## src/rtl/zbuf_pkg.sv

```systemverilog
// Shared z-buffer types: depth compare functions, scheduler FSM states
// and a saturating increment helper for the statistics counters.
package zbuf_pkg;

    typedef enum logic [2:0] {
        NEVER    = 3'b000,
        LESS     = 3'b001,
        EQUAL    = 3'b010,
        LEQUAL   = 3'b011,
        GREATER  = 3'b100,
        NOTEQUAL = 3'b101,
        GEQUAL   = 3'b110,
        ALWAYS   = 3'b111
    } z_func_t;

    typedef enum logic [2:0] {
        S_IDLE,
        S_ISSUE,
        S_WAIT,
        S_EMIT,
        S_FL_ISSUE,
        S_FL_WAIT
    } zsched_state_t;

    localparam int STAT_W = 16;

    function automatic logic [STAT_W-1:0] sat_inc(
        input logic [STAT_W-1:0] v
    );
        return (v == '1) ? v : v + 1'b1;
    endfunction

endpackage

```

## src/rtl/z_test_scheduler_if.sv

```systemverilog
// Depth-unit bus: start/flush request with operands (master side),
// done/pass result (slave side). Operands hold until done.
interface z_test_scheduler_if #(
    parameter int Z_SIZE       = 8,
    parameter int X_PIXEL_SIZE = 2,
    parameter int Y_PIXEL_SIZE = 2
);
    import zbuf_pkg::*;

    logic                    start;
    logic                    flush;
    logic [X_PIXEL_SIZE-1:0] x;
    logic [Y_PIXEL_SIZE-1:0] y;
    logic [Z_SIZE-1:0]       z;
    z_func_t                 func;
    logic                    done;
    logic                    pass;

    modport master (
        output start, flush, x, y, z, func,
        input  done, pass
    );

    modport slave (
        input  start, flush, x, y, z, func,
        output done, pass
    );

endinterface

```

## src/rtl/zsched_frag_fifo.sv

```systemverilog
// Synchronous fragment FIFO. Ports: clk, rst, push/wdata, pop/rdata,
// full, empty. Pointers carry an extra wrap bit to tell full from empty.
module zsched_frag_fifo #(
    parameter int WIDTH = 8,
    parameter int DEPTH = 4
) (
    input  logic             clk,
    input  logic             rst,
    input  logic             push,
    input  logic [WIDTH-1:0] wdata,
    input  logic             pop,
    output logic [WIDTH-1:0] rdata,
    output logic             full,
    output logic             empty
);
    localparam int AW = $clog2(DEPTH);

    logic [WIDTH-1:0] mem [DEPTH];
    logic [AW:0]      wr_q;
    logic [AW:0]      rd_q;
    logic             do_push;
    logic             do_pop;

    assign do_push = push && !full;
    assign do_pop  = pop && !empty;

    assign empty = (wr_q == rd_q);
    assign full  = (wr_q[AW] != rd_q[AW]) &&
                   (wr_q[AW-1:0] == rd_q[AW-1:0]);
    assign rdata = mem[rd_q[AW-1:0]];

    always_ff @(posedge clk or posedge rst) begin
        if (rst) begin
            wr_q <= '0;
            rd_q <= '0;
        end else begin
            if (do_push) wr_q <= wr_q + 1'b1;
            if (do_pop)  rd_q <= rd_q + 1'b1;
        end
    end

    always_ff @(posedge clk) begin
        if (do_push) mem[wr_q[AW-1:0]] <= wdata;
    end

endmodule

```

## src/rtl/z_test_scheduler.sv

```systemverilog
// Z-test scheduler: queues fragments, issues one depth op at a time over
// the zb bus, forwards passing fragments, orders z-buffer flushes after
// earlier fragments. Ports: clk_i/rst_i, frag_* input stream, flush
// req/ack, zb depth-unit bus, out_* stream, busy_o. Define
// ZSCHED_STATS_EN for stats_clr_i / pass_cnt_o / kill_cnt_o counters.
module z_test_scheduler
    import zbuf_pkg::*;
#(
    parameter int Z_SIZE       = 8,
    parameter int X_PIXEL_SIZE = 2,
    parameter int Y_PIXEL_SIZE = 2,
    parameter int COLOR_SIZE   = 16,
    parameter int FIFO_DEPTH   = 4
) (
    input  logic                    clk_i,
    input  logic                    rst_i,
    input  logic                    frag_valid_i,
    output logic                    frag_ready_o,
    input  logic [X_PIXEL_SIZE-1:0] frag_x_i,
    input  logic [Y_PIXEL_SIZE-1:0] frag_y_i,
    input  logic [Z_SIZE-1:0]       frag_z_i,
    input  logic [COLOR_SIZE-1:0]   frag_color_i,
    input  logic [2:0]              z_depth_func_i,
    input  logic                    flush_req_i,
    output logic                    flush_ack_o,
    z_test_scheduler_if.master      zb,
    output logic                    out_valid_o,
    input  logic                    out_ready_i,
    output logic [X_PIXEL_SIZE-1:0] out_x_o,
    output logic [Y_PIXEL_SIZE-1:0] out_y_o,
    output logic [COLOR_SIZE-1:0]   out_color_o,
    output logic                    busy_o
`ifdef ZSCHED_STATS_EN
    ,
    input  logic                    stats_clr_i,
    output logic [STAT_W-1:0]       pass_cnt_o,
    output logic [STAT_W-1:0]       kill_cnt_o
`endif
);
    localparam int W = X_PIXEL_SIZE + Y_PIXEL_SIZE + Z_SIZE
                     + 3 + COLOR_SIZE;

    zsched_state_t state_q, state_d;

    logic [W-1:0]            head;
    logic                    full, empty, push, pop, load;
    logic [X_PIXEL_SIZE-1:0] h_x;
    logic [Y_PIXEL_SIZE-1:0] h_y;
    logic [Z_SIZE-1:0]       h_z;
    logic [2:0]              h_func;
    logic [COLOR_SIZE-1:0]   h_color;
    logic                    op_act;

    // Async reset also forces ready low so every output reads 0 in reset.
    assign frag_ready_o = !rst_i && !full && !flush_req_i;
    assign push = frag_valid_i && frag_ready_o;

    zsched_frag_fifo #(
        .WIDTH (W),
        .DEPTH (FIFO_DEPTH)
    ) u_fifo (
        .clk   (clk_i),
        .rst   (rst_i),
        .push  (push),
        .wdata ({frag_x_i, frag_y_i, frag_z_i,
                 z_depth_func_i, frag_color_i}),
        .pop   (pop),
        .rdata (head),
        .full  (full),
        .empty (empty)
    );

    assign {h_x, h_y, h_z, h_func, h_color} = head;

    // Head stays in the FIFO until done, so operands are stable in WAIT.
    assign op_act  = (state_q == S_ISSUE) || (state_q == S_WAIT);
    assign zb.x    = op_act ? h_x : '0;
    assign zb.y    = op_act ? h_y : '0;
    assign zb.z    = op_act ? h_z : '0;
    assign zb.func = op_act ? z_func_t'(h_func) : NEVER;

    always_ff @(posedge clk_i or posedge rst_i) begin
        if (rst_i) state_q <= S_IDLE;
        else       state_q <= state_d;
    end

    always_comb begin
        state_d     = state_q;
        zb.start    = 1'b0;
        zb.flush    = 1'b0;
        pop         = 1'b0;
        load        = 1'b0;
        flush_ack_o = 1'b0;
        unique case (state_q)
            S_IDLE: begin
                if (!empty)           state_d = S_ISSUE;
                else if (flush_req_i) state_d = S_FL_ISSUE;
            end
            S_ISSUE: begin
                zb.start = 1'b1;
                state_d  = S_WAIT;
            end
            S_WAIT: begin
                if (zb.done) begin
                    pop     = 1'b1;
                    load    = zb.pass;
                    state_d = zb.pass ? S_EMIT : S_IDLE;
                end
            end
            S_EMIT: begin
                if (out_ready_i) state_d = S_IDLE;
            end
            S_FL_ISSUE: begin
                zb.start = 1'b1;
                zb.flush = 1'b1;
                state_d  = S_FL_WAIT;
            end
            S_FL_WAIT: begin
                if (zb.done) begin
                    flush_ack_o = 1'b1;
                    state_d     = S_IDLE;
                end
            end
            default: state_d = S_IDLE;
        endcase
    end

    always_ff @(posedge clk_i or posedge rst_i) begin
        if (rst_i) begin
            out_x_o     <= '0;
            out_y_o     <= '0;
            out_color_o <= '0;
        end else if (load) begin
            out_x_o     <= h_x;
            out_y_o     <= h_y;
            out_color_o <= h_color;
        end
    end

    assign out_valid_o = (state_q == S_EMIT);
    assign busy_o      = !empty || (state_q != S_IDLE);

`ifdef ZSCHED_STATS_EN
    logic cnt_pass, cnt_kill;

    assign cnt_pass = (state_q == S_WAIT) && zb.done && zb.pass;
    assign cnt_kill = (state_q == S_WAIT) && zb.done && !zb.pass;

    // A result landing in the clear cycle still counts.
    always_ff @(posedge clk_i or posedge rst_i) begin
        if (rst_i) begin
            pass_cnt_o <= '0;
            kill_cnt_o <= '0;
        end else begin
            if (cnt_pass)         pass_cnt_o <= sat_inc(pass_cnt_o);
            else if (stats_clr_i) pass_cnt_o <= '0;
            if (cnt_kill)         kill_cnt_o <= sat_inc(kill_cnt_o);
            else if (stats_clr_i) kill_cnt_o <= '0;
        end
    end
`endif

endmodule

```

## src/flat_wrapper.sv

```systemverilog
// flat-port wrapper written by rule: the top's interface ports become plain ports
module z_test_scheduler_flat import zbuf_pkg::*;
#(
    parameter int Z_SIZE       = 8,
    parameter int X_PIXEL_SIZE = 2,
    parameter int Y_PIXEL_SIZE = 2,
    parameter int COLOR_SIZE   = 16,
    parameter int FIFO_DEPTH   = 4
)
  (clk_i, rst_i, frag_valid_i, frag_ready_o, frag_x_i, frag_y_i, frag_z_i, frag_color_i, z_depth_func_i, flush_req_i, flush_ack_o, out_valid_o, out_ready_i, out_x_o, out_y_o, out_color_o, busy_o, zb_start, zb_flush, zb_x, zb_y, zb_z, zb_func, zb_done, zb_pass);
  z_test_scheduler_if #(.Z_SIZE(Z_SIZE), .X_PIXEL_SIZE(X_PIXEL_SIZE), .Y_PIXEL_SIZE(Y_PIXEL_SIZE)) zb_i ();
  input  logic clk_i;
  input  logic rst_i;
  input  logic frag_valid_i;
  output logic frag_ready_o;
  input  logic [X_PIXEL_SIZE-1:0] frag_x_i;
  input  logic [Y_PIXEL_SIZE-1:0] frag_y_i;
  input  logic [Z_SIZE-1:0] frag_z_i;
  input  logic [COLOR_SIZE-1:0] frag_color_i;
  input  logic [2:0] z_depth_func_i;
  input  logic flush_req_i;
  output logic flush_ack_o;
  output logic out_valid_o;
  input  logic out_ready_i;
  output logic [X_PIXEL_SIZE-1:0] out_x_o;
  output logic [Y_PIXEL_SIZE-1:0] out_y_o;
  output logic [COLOR_SIZE-1:0] out_color_o;
  output logic busy_o;
  output wire logic [$bits(zb_i.start)-1:0] zb_start;
  output wire logic [$bits(zb_i.flush)-1:0] zb_flush;
  output wire logic [$bits(zb_i.x)-1:0] zb_x;
  output wire logic [$bits(zb_i.y)-1:0] zb_y;
  output wire logic [$bits(zb_i.z)-1:0] zb_z;
  output wire logic [$bits(zb_i.func)-1:0] zb_func;
  input wire logic [$bits(zb_i.done)-1:0] zb_done;
  input wire logic [$bits(zb_i.pass)-1:0] zb_pass;
  assign zb_start = zb_i.start;
  assign zb_flush = zb_i.flush;
  assign zb_x = zb_i.x;
  assign zb_y = zb_i.y;
  assign zb_z = zb_i.z;
  assign zb_func = zb_i.func;
  assign zb_i.done = zb_done;
  assign zb_i.pass = zb_pass;
  z_test_scheduler #(.Z_SIZE(Z_SIZE), .X_PIXEL_SIZE(X_PIXEL_SIZE), .Y_PIXEL_SIZE(Y_PIXEL_SIZE), .COLOR_SIZE(COLOR_SIZE), .FIFO_DEPTH(FIFO_DEPTH)) u_core (.clk_i(clk_i), .rst_i(rst_i), .frag_valid_i(frag_valid_i), .frag_ready_o(frag_ready_o), .frag_x_i(frag_x_i), .frag_y_i(frag_y_i), .frag_z_i(frag_z_i), .frag_color_i(frag_color_i), .z_depth_func_i(z_depth_func_i), .flush_req_i(flush_req_i), .flush_ack_o(flush_ack_o), .zb(zb_i), .out_valid_o(out_valid_o), .out_ready_i(out_ready_i), .out_x_o(out_x_o), .out_y_o(out_y_o), .out_color_o(out_color_o), .busy_o(busy_o));
endmodule
```

## config.mk

```make
export PLATFORM = sky130hd
export DESIGN_NAME = z_test_scheduler_flat
export DESIGN_NICKNAME = d
export VERILOG_FILES = /design/src/rtl/zbuf_pkg.sv /design/src/rtl/z_test_scheduler_if.sv /design/src/rtl/zsched_frag_fifo.sv /design/src/rtl/z_test_scheduler.sv /design/src/flat_wrapper.sv
export SDC_FILE = /design/constraint.sdc
export NUM_CORES = 1
export LEC_CHECK = 0
export CAP_MARGIN = 20
export CORE_MARGIN = 3
export CORE_UTILIZATION = 55
export CTS_CLUSTER_SIZE = 28
export DETAILED_ROUTE_END_ITERATION = 10
export PLACE_DENSITY = 0.8
export RECOVER_POWER = 50
export SLEW_MARGIN = 0
export SYNTH_ARGS = -nofsm -noshare
export SYNTH_HDL_FRONTEND = slang
export SYNTH_SLANG_ARGS = --single-unit
```

## constraint.sdc

```tcl
create_clock -name clk_i -period 5.8 [get_ports clk_i]
set_input_delay 1.45 -clock clk_i [delete_from_list [all_inputs] [get_ports clk_i]]
set_output_delay 1.45 -clock clk_i [all_outputs]
set_load 0.01 [all_outputs]
```

==> results.json <==
{
  "top_usage_layer": "met2",
  "ctsRootBufferMaster": "clkbuf_8",
  "switching_share_pct": 29.1,
  "rrSetupSlack_ns": 2.59,
  "tritoncts": "done",
  "met1_usage_pct": 24.2,
  "finalWorstSetupSlack_ns": 1.24,
  "ys_seq_elements": 153,
  "rr_startpoint": "u_core.u_fifo.rd_q[1]",
  "grt_pass1_vias": 3209,
  "synth_edf_count": 124,
  "drive_gt1_share_pct": 22.0,
  "instances_no_fill": 527,
  "cts_sinks": 153,
  "wirelength_um": 11000,
  "power.internal_mw": 2.62,
  "cpPeakStageDelay_ns": 0.93,
  "fmax_ghz": 0.219,
  "cellPowerDensity_nw_per_um2": 498,
  "p_clk_share_pct": 27.5,
  "grt_use_met2_pct": 35.4,
  "drtIter0Drc": 119,
  "critPathArrivalTime_ns": 3.11,
  "slew_headroom_pct": -15.5,
  "preCtsSetupSlack_ns": 1.54,
  "setup_viol": 0,
  "initial_core_util_pct": 57.2,
  "rsz0062_at_grt": "false",
  "die_y_um": 110,
  "path_cells": "xor2_1, or3_1, or4_1, clkdlybuf4s50_1",
  "ant_nets": 0,
  "clkTransAtPathRegs_ns": 0.06,
  "avgSynthCellArea_um2": 20.5,
  "yosysUniqueCellTypes": 39,
  "pwr-share-comb_pct": 30.7,
  "skew_ns": 0.00805,
  "finalPower_mw": 3.70,
  "finalHoldViolCount": 0,
  "r2r_end": "u_core.u_fifo.mem[3][16]",
  "diodes": 0,
  "tns_ns": 0,
  "hold_class": "reg2reg",
  "grtUsageTotal_pct": 20.1,
  "netlist_instances": 292,
  "period_minus_slack_ns": 4.56,
  "syn2layout_area_growth_pct": 24.1,
  "max-cap-violations": 1,
  "p_leak_nw": 2.56,
  "core-area_um2": 10500,
  "hold_path_end": "u_core.out_color_o[4]",
  "antenna_found_initial": 0,
  "via_per_inst": 5.64,
  "grt_max_degree": 36,
  "vias": 2971,
  "status": "finished, violations left",
  "path_max_fanout": 35,
  "cp_top_family": "flip-flops",
  "p_sw_mw": 1.08,
  "placementRows": 37,
  "netlist_area_um2": 5990,
  "dp_hpwl_um": 6430,
  "maxSlewViolCount": 30,
  "use_met3_pct": 5.07,
  "min_from": "u_core.out_color_o[4]",
  "reg2reg_depth": 4,
  "io_buffer_count": 78,
  "cts_made_buffers": 17,
  "vdd_drop_max_mv": 0.220,
  "yosys_warnings": 0,
  "criticalPathCategory": "reg2out",
  "cts_hold_buf": 0,
  "worst_pin_slew_ns": 1.73,
  "cts_resized": 0,
  "cp.required_ns": 4.35,
  "violations": "max-capacitance violations, max-slew violations",
  "postCtsSetupRepairBufs": 0,
  "synth_flop_cell": "edfxtp_1",
  "synthTopCellsByArea": "edfxtp_1 62%, dfrtp_1 12%, mux4_2 12%",
  "synth_top_area_cell": "edfxtp_1",
  "slowest_stage": "dfrtp_2",
  "async_flop_share_pct": 19.0,
  "p_seq_share_pct": 41.8,
  "route.detailed.drc": 0,
  "crit_path_end_kind": "output pin",
  "wl_per_cell_um": 20.8,
  "nNetsFinal": 421,
  "htreeDepth": 4,
  "synth_top_area_share_pct": 62.2,
  "holdPathStages": 1,
  "drt_first_pass_iters": 4,
  "grt_first_pass_wirelength_um": 17200,
  "clock_latency_ns": 0.52,
  "finalCritPeriodShare_pct": 78.7,
  "syn_nets": 335,
  "ys_seq_area_share_pct": 74.3,
  "start_kind": "flip-flop",
  "gp_congestion": 0.734,
  "clockBufferDepth": 2,
  "die_x_um": 110,
  "dieArea_um2": 12200,
  "ioPinCount": 79,
  "timing.critical_path.buf_inv": 1,
  "grt_overflow": 0,
  "dp.cells": 495
}
[state kept, by name, indices dropped and copies added (netlist names)]
register            cells
u_core.out_x_o          2
u_core.u_fifo.rd_q      3
u_core.u_fifo.wr_q      3
u_core.state_q          3
u_core.out_y_o          2
u_core.u_fifo.mem     124
u_core.out_color_o     16
[power by group through the flow]
stage               logic [mW]  clock network (mW)  registers, mW
detailed placement        1.17                   0           1.57
finish                    1.14                1.02           1.55
floorplan                0.739                   0           1.47
CTS                       1.18                1.03           1.55
global placement          1.14                   0           1.56
global route              1.24                1.08           1.58
[stage by stage]
stage	utilization [%]	instance area [µm²]	hold slack, ns
floorplan	-	5990	0.485
global placement	65.9	6900	0.487
detailed placement	65.9	6900	0.493
CTS	71.2	7450	0.507
global route	71.0	7430	0.520
finish	71.0	7430	0.501
[cells by family after synthesis]
group                    share of synthesized area, %
multiplexers                                     15.8
adder cells (fa/ha/maj)                          1.04
AND/OR/NAND/NOR                                  3.85
XOR/XNOR                                         1.59
flip-flops                                       74.3
buffers and inverters                            1.69
AO/OA/AOI/OAI                                    1.71
[Yosys cell counts (4+ instances only)]
master,count
buf_4,4
mux4_2,31
xor2_1,4
clkbuf_1,5
mux2_2,19
dfrtp_1,29
ha_1,5
edfxtp_1,124
xnor2_1,5
nor2_1,7
nor2b_1,13
inv_1,6
[how the worst max path moves through the flow]
stage	depth (start not counted)	from	slack, ns	endpoint
after floorplan	2	rst_i	2.11	u_core.u_fifo.mem[3][0]
final	4	u_core.u_fifo.rd_q[1]	1.24	busy_o
after global routing	4	u_core.u_fifo.rd_q[1]	1.05	busy_o
after CTS	4	u_core.u_fifo.rd_q[1]	1.18	busy_o
after global placement	4	zb_done	1.58	flush_ack_o
after detailed placement	4	zb_done	1.54	flush_ack_o
[final cells by class]
| type | count | area (µm²) |
|---|---|---|
| repair buffers | 81 | 800 |
| multi-input cells | 119 | 1440 |
| inverters | 6 | 22.5 |
| fillers | 691 | 3030 |
| flip-flops and latches | 153 | 4450 |
| clock buffers | 18 | 418 |
| well taps | 136 | 170 |
| clock inverters | 14 | 131 |
[routing by layer]
layer	up-vias	share of wire [%]	routed length, µm
li1	1337	-	-
met1	1552	40	4330
met2	67	55	6020
met3	15	4.1	454
met4	0	1.3	144
met5	-	0	0
[cell usage in the layout, fill, tap and decap left out, types with 2 or more instances in the layout]
| master | n |
|---|---|
| dfrtp_1 | 27 |
| mux2_1 | 3 |
| xnor2_1 | 5 |
| edfxtp_1 | 124 |
| clkbuf_1 | 2 |
| bufinv_16 | 2 |
| clkinv_1 | 3 |
| a21oi_1 | 3 |
| a211oi_1 | 2 |
| ha_1 | 5 |
| buf_4 | 2 |
| clkbuf_16 | 16 |
| inv_1 | 6 |
| clkinv_2 | 4 |
| mux2_2 | 19 |
| and2_2 | 3 |
| xor2_1 | 4 |
| nand2b_1 | 3 |
| dlygate4sd3_1 | 35 |
| clkdlybuf4s50_1 | 43 |
| clkinvlp_4 | 3 |
| dfrtp_2 | 2 |
| nand2_1 | 3 |
| mux4_2 | 31 |
| nor2b_1 | 13 |
| nor2_1 | 7 |
Note: power is estimated with default switching activity, not from simulation.
